## src/rtl/muldiv_seq.sv

```systemverilog
// ---------------------------------------------------------------------------
// muldiv_seq : sequential multiply / divide unit (MIPS-style HI/LO results).
//
// One shift-add (multiply) or restoring subtract-shift (divide) step per
// cycle. Signed operands are reduced to magnitudes in LOAD. The result sign
// is restored in FIX. HI/LO are written on the FIX->DONE edge and hold
// their value until the next completed operation.
//
// Build option:
//   MULDIV_UNSIGNED_EN  defined   : MULTU/DIVU (op[1]=1) run unsigned.
//                       undefined : op[1] is ignored and every op is signed.
//
// Ports:
//   clk       in   rising-edge clock
//   reset     in   synchronous, active-high reset
//   start     in   operation request, sampled only while busy=0
//   op[1:0]   in   00 MULT, 01 DIV, 10 MULTU, 11 DIVU
//   a[W-1:0]  in   multiplicand / dividend
//   b[W-1:0]  in   multiplier / divisor
//   busy      out  operation in flight (LOAD, ITER, FIX)
//   done      out  one-cycle pulse, hi/lo valid
//   hi[W-1:0] out  product upper half / remainder
//   lo[W-1:0] out  product lower half / quotient
//   div_zero  out  one-cycle pulse with done when the divisor was zero
//
// state | meaning
// IDLE  | waiting for start
// LOAD  | operands to magnitudes, counter preload (zero divisor handled here)
// ITER  | one multiply/divide step per cycle, WIDTH cycles
// FIX   | sign correction, hi/lo written on exit
// DONE  | done pulse; a new start is accepted here
// ---------------------------------------------------------------------------
module muldiv_seq #(
  parameter int WIDTH = 32
) (
  input  logic             clk,
  input  logic             reset,
  input  logic             start,
  input  logic [1:0]       op,
  input  logic [WIDTH-1:0] a,
  input  logic [WIDTH-1:0] b,
  output logic             busy,
  output logic             done,
  output logic [WIDTH-1:0] hi,
  output logic [WIDTH-1:0] lo,
  output logic             div_zero
);

  localparam int CW = $clog2(WIDTH + 1);

  typedef enum logic [2:0] {
    IDLE = 3'd0,
    LOAD = 3'd1,
    ITER = 3'd2,
    FIX  = 3'd3,
    DONE = 3'd4
  } state_t;

  state_t            state_q;
  logic [CW-1:0]     cnt_q;
  logic [WIDTH-1:0]  a_q, b_q;
  logic              is_div_q;
  logic              signed_q;
  logic              neg_a_q, neg_b_q;
  logic              zhold_q;
  logic [WIDTH-1:0]  opd_q;      // multiplicand or divisor magnitude
  logic [WIDTH-1:0]  acc_hi_q;   // partial product upper / partial remainder
  logic [WIDTH-1:0]  acc_lo_q;   // multiplier bits / quotient bits
  logic [WIDTH-1:0]  hi_q, lo_q;
  logic              busy_q, done_q, div_zero_q;

  // signedness of a request at the accept edge
  logic              req_signed;
`ifdef MULDIV_UNSIGNED_EN
  assign req_signed = ~op[1];
`else
  logic unused_op1;
  assign unused_op1 = op[1];
  assign req_signed = 1'b1;
`endif

  // LOAD-stage magnitudes
  logic              sa, sb;
  logic [WIDTH-1:0]  mag_a, mag_b;

  always_comb begin
    sa    = signed_q & a_q[WIDTH-1];
    sb    = signed_q & b_q[WIDTH-1];
    mag_a = sa ? (~a_q + 1'b1) : a_q;
    mag_b = sb ? (~b_q + 1'b1) : b_q;
  end

  // ITER step datapath
  logic [WIDTH:0]    mul_sum;
  logic [WIDTH:0]    div_shift;
  logic              div_take;
  logic [WIDTH-1:0]  div_sub;
  logic [WIDTH-1:0]  acc_hi_d, acc_lo_d;

  always_comb begin
    mul_sum   = {1'b0, acc_hi_q} + (acc_lo_q[0] ? {1'b0, opd_q} : '0);
    div_shift = {acc_hi_q, acc_lo_q[WIDTH-1]};
    div_take  = (div_shift >= {1'b0, opd_q});
    // true difference is below the divisor, so the low WIDTH bits suffice
    div_sub   = div_shift[WIDTH-1:0] - opd_q;
    if (is_div_q) begin
      acc_hi_d = div_take ? div_sub : div_shift[WIDTH-1:0];
      acc_lo_d = {acc_lo_q[WIDTH-2:0], div_take};
    end else begin
      acc_hi_d = mul_sum[WIDTH:1];
      acc_lo_d = {mul_sum[0], acc_lo_q[WIDTH-1:1]};
    end
  end

  // FIX-stage sign correction
  logic [2*WIDTH-1:0] prod_raw, prod_fix;
  logic [WIDTH-1:0]   quo_fix, rem_fix;
  logic [WIDTH-1:0]   hi_d, lo_d;

  always_comb begin
    prod_raw = {acc_hi_q, acc_lo_q};
    prod_fix = (neg_a_q ^ neg_b_q) ? (~prod_raw + 1'b1) : prod_raw;
    quo_fix  = (neg_a_q ^ neg_b_q) ? (~acc_lo_q + 1'b1) : acc_lo_q;
    rem_fix  = neg_a_q ? (~acc_hi_q + 1'b1) : acc_hi_q;
    if (is_div_q) begin
      hi_d = rem_fix;
      lo_d = quo_fix;
    end else begin
      hi_d = prod_fix[2*WIDTH-1:WIDTH];
      lo_d = prod_fix[WIDTH-1:0];
    end
  end

  always_ff @(posedge clk) begin
    if (reset) begin
      state_q    <= IDLE;
      cnt_q      <= '0;
      a_q        <= '0;
      b_q        <= '0;
      is_div_q   <= 1'b0;
      signed_q   <= 1'b0;
      neg_a_q    <= 1'b0;
      neg_b_q    <= 1'b0;
      zhold_q    <= 1'b0;
      opd_q      <= '0;
      acc_hi_q   <= '0;
      acc_lo_q   <= '0;
      hi_q       <= '0;
      lo_q       <= '0;
      busy_q     <= 1'b0;
      done_q     <= 1'b0;
      div_zero_q <= 1'b0;
    end else begin
      done_q     <= 1'b0;
      div_zero_q <= 1'b0;
      case (state_q)
        IDLE, DONE: begin
          if (start) begin
            a_q      <= a;
            b_q      <= b;
            is_div_q <= op[0];
            signed_q <= req_signed;
            zhold_q  <= 1'b0;
            busy_q   <= 1'b1;
            state_q  <= LOAD;
          end else begin
            state_q  <= IDLE;
          end
        end
        LOAD: begin
          if (is_div_q && (b_q == '0)) begin
            // zero divisor: one extra LOAD cycle gives a fixed two-cycle
            // turnaround; hi/lo are left untouched
            if (zhold_q) begin
              zhold_q    <= 1'b0;
              busy_q     <= 1'b0;
              done_q     <= 1'b1;
              div_zero_q <= 1'b1;
              state_q    <= DONE;
            end else begin
              zhold_q    <= 1'b1;
            end
          end else begin
            neg_a_q  <= sa;
            neg_b_q  <= sb;
            acc_hi_q <= '0;
            if (is_div_q) begin
              opd_q    <= mag_b;
              acc_lo_q <= mag_a;
            end else begin
              opd_q    <= mag_a;
              acc_lo_q <= mag_b;
            end
            cnt_q   <= CW'(WIDTH);
            state_q <= ITER;
          end
        end
        ITER: begin
          acc_hi_q <= acc_hi_d;
          acc_lo_q <= acc_lo_d;
          cnt_q    <= cnt_q - 1'b1;
          if (cnt_q == CW'(1)) state_q <= FIX;
        end
        FIX: begin
          hi_q    <= hi_d;
          lo_q    <= lo_d;
          busy_q  <= 1'b0;
          done_q  <= 1'b1;
          state_q <= DONE;
        end
        default: begin
          busy_q  <= 1'b0;
          state_q <= IDLE;
        end
      endcase
    end
  end

  assign busy     = busy_q;
  assign done     = done_q;
  assign hi       = hi_q;
  assign lo       = lo_q;
  assign div_zero = div_zero_q;

endmodule

```

## config.mk

```make
export PLATFORM = sky130hd
export DESIGN_NAME = muldiv_seq
export DESIGN_NICKNAME = d
export VERILOG_FILES = /design/src/rtl/muldiv_seq.sv
export SDC_FILE = /design/constraint.sdc
export NUM_CORES = 1
export LEC_CHECK = 0
export ABC_AREA = 1
export CAP_MARGIN = 15
export CELL_PAD_IN_SITES_DETAIL_PLACEMENT = 1
export CELL_PAD_IN_SITES_GLOBAL_PLACEMENT = 2
export CORE_MARGIN = 4
export CORE_UTILIZATION = 29
export CTS_CLUSTER_SIZE = 40
export DETAILED_ROUTE_END_ITERATION = 12
export PLACE_DENSITY = 0.86
export SYNTH_ARGS = -nofsm -noshare
export SYNTH_HDL_FRONTEND = slang
export SYNTH_SLANG_ARGS = --single-unit
```

## constraint.sdc

```tcl
create_clock -name clk -period 2.4 [get_ports clk]
set_input_delay 0.36 -clock clk [delete_from_list [all_inputs] [get_ports clk]]
set_output_delay 0.36 -clock clk [all_outputs]
set_load 0.02 [all_outputs]
```

==> results of run 1 <==
==> registers in the layout (all words and copies together), names as in the netlist, 3 cells and up <==
name	count
cnt_q	6
hi	32
acc_lo_q	32
lo	32
acc_hi_q	32
opd_q	32
a_q	32
state_q	3
b_q	32
==> path summary, 6_finish.rpt <==
kind / depth (start not counted) / end / from / slack, ns
worst max-delay path: 14 / acc_hi_q[13] / acc_lo_q[0] / -0.19
worst min-delay path: 4 / opd_q[7] / reset / 0.21
worst max register to register: 14 / acc_hi_q[13] / acc_lo_q[0] / -0.19
worst min register to register: 2 / busy / busy / 0.47
==> report_power, final <==
| part | total, uW | switching, uW | leakage, uW | internal, uW |
|---|---|---|---|---|
| registers | 4690 | 353 | 0.00199 | 4330 |
| clock network | 4940 | 2000 | 0.000520 | 2940 |
| logic | 9020 | 5600 | 0.0102 | 3430 |
| total | 18600 | 7950 | 0.0127 | 10700 |
==> routing by layer <==
| layer | global-route usage | part of all wire | vias up |
|---|---|---|---|
| met2 | 0.4210 | 0.48 | 612 |
| met4 | 0.08053 | 0.044 | 0 |
| met3 | 0.01941 | 0.049 | 163 |
| li1 | - | - | 11715 |
| met1 | 0.3155 | 0.42 | 11713 |
| met5 | 0 | 0 | - |
==> repair_timing <==
action	4_1_cts	5_1_grt
gates cloned	1	4
setup buffers	8	43
gates resized for setup	141	427
endpoints found under the setup margin	46	83
pin swaps	25	134
hold buffers	0	0
==> cells in the final DEF, fill, tap and decap left out, types with 51 or more instances in the layout <==
master	count
buf_4	320
xor2_1	66
o21ai_0	240
inv_2	51
nand2_2	97
ha_4	57
nand3_1	266
a21oi_1	238
clkdlybuf4s50_1	133
nor2_1	259
dfxtp_1	197
nand2_1	826
inv_1	418
==> per-stage QoR <==
| step | util | TNS, ns | setup WS [ns] |
|---|---|---|---|
| 2_1_floorplan | - | 0 | 0.07189 |
| 3_3_place_gp | 0.3574 | -3.596 | -0.3708 |
| 3_5_place_dp | 0.3574 | -5.331 | -0.4310 |
| 4_1_cts | 0.3824 | -0.07072 | -0.03216 |
| 5_1_grt | 0.4134 | -4.355 | -0.2440 |
| 6_report | 0.4134 | -0.8610 | -0.1945 |
==> final cells by class <==
cell class	count	area share
Multi-Input combinational cell	2518	0.5198
Sequential cell	241	0.1770
Timing Repair Buffer	493	0.1599
Inverter	480	0.06580
Tap cell	873	0.03935
Clock buffer	41	0.03105
Clock inverter	15	0.007031
==> kinds of logic (layout without fill, tap and decap cells) <==
| kind of cell | count (synthesis) | after routing | share of synthesized area |
|---|---|---|---|
| buf+inv | 619 | 1029 | 0.1236 |
| compound gates | 688 | 688 | 0.1885 |
| simple gates | 1689 | 1690 | 0.3654 |
| xor+xnor | 68 | 68 | 0.03032 |
| fa+ha+maj | 72 | 72 | 0.04662 |
| flops | 241 | 241 | 0.2456 |
==> worst max-delay path, stage by stage, from the launching register on <==
cell     delay [ns]
dfxtp_4        0.38
buf_12         0.14
buf_8          0.14
nand2_1        0.08
inv_1          0.10
ha_4           0.25
a21oi_4        0.20
o21ai_1        0.18
a21oi_1        0.31
nand2_4        0.14
or2_4          0.25
nand3_2        0.09
nand3_1        0.08
nand2_1        0.07
a21oi_2        0.05
==> results.yml, run 1 <==
outcome:
  outcome: "finished with violations"
  violations: "negative setup slack"
global_route:
  grt_usage: 0.2414
  grt_pass1_vias: 23682
  grt_max_degree: 96
  gr-total-overflow: 0
  grt_pass1_wl_um: 136900
  antenna_found_initial: 1
place:
  routabilityCongestion: 0.9536
  hpwl_um: 71350
  post_dp_cell_area_sq_um: 24000
  portBuffers: 134
  placed_cells_incl_taps: 4549
final_layout:
  synthToLayoutAreaGrowth_pct: 41.32
  ff_latch_area_sq_um: 4915
  diodes: 0
  nets: 3905
  drive_above_1_share: 0.2392
  multiInputGateArea_sq_um: 14430
  fin_area_sq_um: 27760
  fillers: 8657
  layout.cells.non_filler: 4661
clocking:
  clk_path_buf_depth: 3
  clk_latency_ns: 0.61
  cts_made_buffers: 30
  clock_sinks: 241
  ctsHtreeMaxLevel: 1
  ctsRootBufferMaster: "clkbuf_16"
  clk_transition_reported_paths_ns: 0.06
  cts_tree: "yes"
timing:
  max_freq_ghz: 0.3854
  hold_slack_ns: 0.2096
  period_share: 1.081
  fin_crit_ns: 2.594
  setup_viol: 17
  worst_slew_pin_slew_ns: 0.6149
  rsz0062_at_grt: "yes"
  fin_skew_ns: 0.03149
  relSlewSlack: 0.5875
  slew_violations: 0
  setup_slack_ns: -0.1945
  finalHoldViolations: 0
logic_synthesis:
  synth_edf_count: 0
  yosysUniqueCellTypes: 58
  yosys.area.top_type_share: 0.2456
  ys_warn_count: 0
  syn_area_sq_um: 19640
  ys.flop_type: "dfxtp_1"
  async_flop_share: 0
  avgSynthCellArea_sq_um: 5.817
  synth_nets: 3518
  synth_top_area_cell: "dfxtp_1"
  ys_seq_elements: 241
  synth_common_cells: "nand2_1 (933), inv_1 (464), nor2_1 (309)"
  seq_area_frac_synth: 0.2456
  syn_inst: 3377
  synth_area_leaders: "dfxtp_1 (25%), nand2_1 (18%), inv_1 (8.9%)"
  yosys.cell_count.top_type: "nand2_1"
setup_path:
  cp.required_ns: 2.86
  worstPathArrival_ns: 3.06
  cp-end-kind: "register"
  crit_fanout: 9
  worst-setup-path-type: "reg2reg"
  worst_setup_path_start_kind: "register"
hold_path:
  min_path_type: "in2reg"
detailed_routing:
  ant_nets: 0
  wl_per_cell_um: 20.08
  via_per_inst: 5.193
  drc_errors: 0
  dr_total_vias: 24203
  drtIter0Drc: 1453
  drt-total-wl_um: 93590
  dr.pass1.iters: 5
floorplan:
  fp.dieW_um: 268.3
  initial_core_util: 0.2925
  io_pins: 136
  die_y_um: 268.3
  rows: 95
  die_area_sq_um: 71970
  core-area_sq_um: 67160
flow_run:
  cap_violations: 0
pwr:
  vdd_drop_max_uv: 464.9
  fin_total_pwr_uw: 18650
  power.density_nw_per_um2: 671.7
  p_leak_uw: 0.01267
Note: power is estimated with default switching activity, not from simulation.
==> inputs of run 2 (changes only) <==
- CTS_CLUSTER_DIAMETER: not set -> 40
- PLACE_DENSITY: 0.86 -> 0.82
- SKIP_LAST_GASP: not set -> 1
==> run 2 against run 1 <==
  * The flow still finishes with violations (negative setup slack)
  * Combinational power is 0.9% lower
  * Via count decreased by 1.3%
  * Sequential share of layout area fell by 0.70 points
  * Clock power rose by 53%
  * Cell count up 1.4%
==> results.yml, run 2 (synthesis results as in run 1) <==
outcome:
  outcome: "finished with violations"
  violations: "negative setup slack"
global_route:
  grt_max_degree: 96
  grt_pass1_wl_um: 137600
  grt_pass1_vias: 23848
  grt_usage: 0.2444
  gr-total-overflow: 0
  antenna_found_initial: 0
floorplan:
  initial_core_util: 0.2925
  fp.dieW_um: 268.3
  io_pins: 136
  die_area_sq_um: 71970
  die_y_um: 268.3
  core-area_sq_um: 67160
  rows: 95
clocking:
  ctsRootBufferMaster: "clkbuf_16"
  clk_latency_ns: 0.61
  clk_path_buf_depth: 3
  cts_tree: "yes"
  cts_hold_buf: 0
  ctsHtreeMaxLevel: 2
  cts_made_buffers: 52
  clk_transition_reported_paths_ns: 0.05
  clock_sinks: 241
setup_path:
  rr_endpoint: "acc_hi_q[17]"
  worst-setup-path-type: "reg2reg"
  rr_startpoint: "acc_lo_q[0]"
  worst_setup_path_start_kind: "register"
  worstSetupEndpoint: "acc_hi_q[17]"
  r2r_slack_ns: -0.08
  cp-startpoint: "acc_lo_q[0]"
  worstPathArrival_ns: 2.97
  crit_fanout: 8
  cpPeakStageDelay_ns: 0.39
  crit_slowest_cell: "dfxtp_4"
  cp-end-kind: "register"
  path_cells: "buf_12 -> buf_12 -> nand2_1 -> inv_2 -> ha_4 -> buf_6 -> nand2_4 -> nor2_4 -> nand2_2 -> inv_1 -> nand4_1 -> nand3_2 -> nand2_2 -> nand3_2 -> nand3_1 -> a21oi_1"
  ff2ff_path_depth: 16
  cp.required_ns: 2.89
place:
  routabilityCongestion: 0.9351
  pre_cts_ws_ns: -0.3367
  hpwl_um: 70940
  portBuffers: 134
timing:
  slew_violations: 0
  period_share: 1.034
  hold_slack_ns: 0.2716
  fin_crit_ns: 2.482
  relSlewSlack: 0.5887
  finalHoldViolations: 0
  max_freq_ghz: 0.4030
  setup_slack_ns: -0.08155
  rsz0062_at_grt: "yes"
  setup_viol: 10
  fin_skew_ns: 0.05092
  worst_slew_pin_slew_ns: 0.6113
final_layout:
  nets: 3954
  synthToLayoutAreaGrowth_pct: 46.59
  drive_above_1_share: 0.2620
  layout_common_cells: "nand2_1 (811), inv_1 (419), buf_4 (347)"
  layout_commonest_cell: "nand2_1"
  diodes: 0
detailed_routing:
  dr.pass1.iters: 5
  wl_per_cell_um: 19.58
  drc_errors: 0
  via_per_inst: 5.051
  dr_total_vias: 23883
  ant_nets: 0
  drtIter0Drc: 1392
  drt-total-wl_um: 92570
pwr:
  vdd_drop_max_uv: 489.8
  p_leak_uw: 0.01327
  power.density_nw_per_um2: 736.5
hold_path:
  min_path_type: "in2reg"
flow_run:
  cap_violations: 0
[run 2: changes by cell type in the layout (fill, tap and decap cells not counted), moves of 6 or more]
| cell | delta |
|---|---|
| buf_6 | +6 |
| nor2_1 | -6 |
| nand3_2 | +19 |
| clkbuf_16 | +21 |
| nand2_1 | -15 |
| dfxtp_1 | +8 |
| nand2_2 | +12 |
| buf_4 | +27 |
| nand3_1 | -15 |
[run 2: worst min path at each step]
stage | start | endpoint | cells after the start
after floorplan | cnt_q[4] | cnt_q[4] | 1
after global placement | cnt_q[4] | cnt_q[4] | 1
after detailed placement | cnt_q[4] | cnt_q[4] | 1
after CTS | reset | lo[5] | 4
after global routing | reset | lo[5] | 4
final | reset | cnt_q[1] | 3
[run 2: worst max-delay path: cells and delay by family, from the launching register on]
family | cells | cell delay (ns)
and+or+nand+nor | 9 | 0.95
buffers and inverters | 5 | 0.54
DFF | 1 | 0.39
adders and majority gates | 1 | 0.30
AOI/OAI and AO/OA | 1 | 0.16
[run 2: through the flow]
| stage | total power (uW) | setup TNS, ns | instances | utilization | area [sq um] |
|---|---|---|---|---|---|
| finish | 21210 | -0.3744 | 4728 | 0.4288 | 28800 |
| CTS | 20450 | -0.4367 | 4694 | 0.4027 | 27050 |
| floorplan | 9245 | 0 | 3377 | - | 19650 |
| detailed placement | 12510 | -6.593 | 4590 | 0.3616 | 24280 |
| global placement | 12410 | -4.993 | 4590 | 0.3616 | 24280 |
| global route | 22360 | -3.772 | 4728 | 0.4288 | 28800 |
[run 2: repair_timing]
item / in CTS / in global routing
setup buffers: 7 / 32
setup endpoints to repair: 47 / 77
resized for setup: 199 / 399
pin swaps: 26 / 150
hold endpoints to repair: 0 / 0
gates cloned: 1 / 5
[run 2: per-layer routing]
metal	wire length, um	global-route usage
met5	0	0
met4	3809	0.08848
met3	3683	0.02957
met2	43890	0.4133
met1	41180	0.3212
[run 2: where the power goes]
group          internal [uW]  switching [uW]  total, uW
Combinational           3430            5510       8940
Clock                   4950            2630       7580
Sequential              4340             350       4690
Total                  12700            8480      21200
[run 2: area by class of cell]
class / count / area, sq um
Multi-Input combinational cell: 2518 / 14540
Tap cell: 873 / 1092
Sequential cell: 241 / 4897
Clock inverter: 36 / 460.4
Fill cell: 8637 / 38360
Clock buffer: 60 / 1391
Inverter: 480 / 1818
Timing Repair Buffer: 520 / 4594
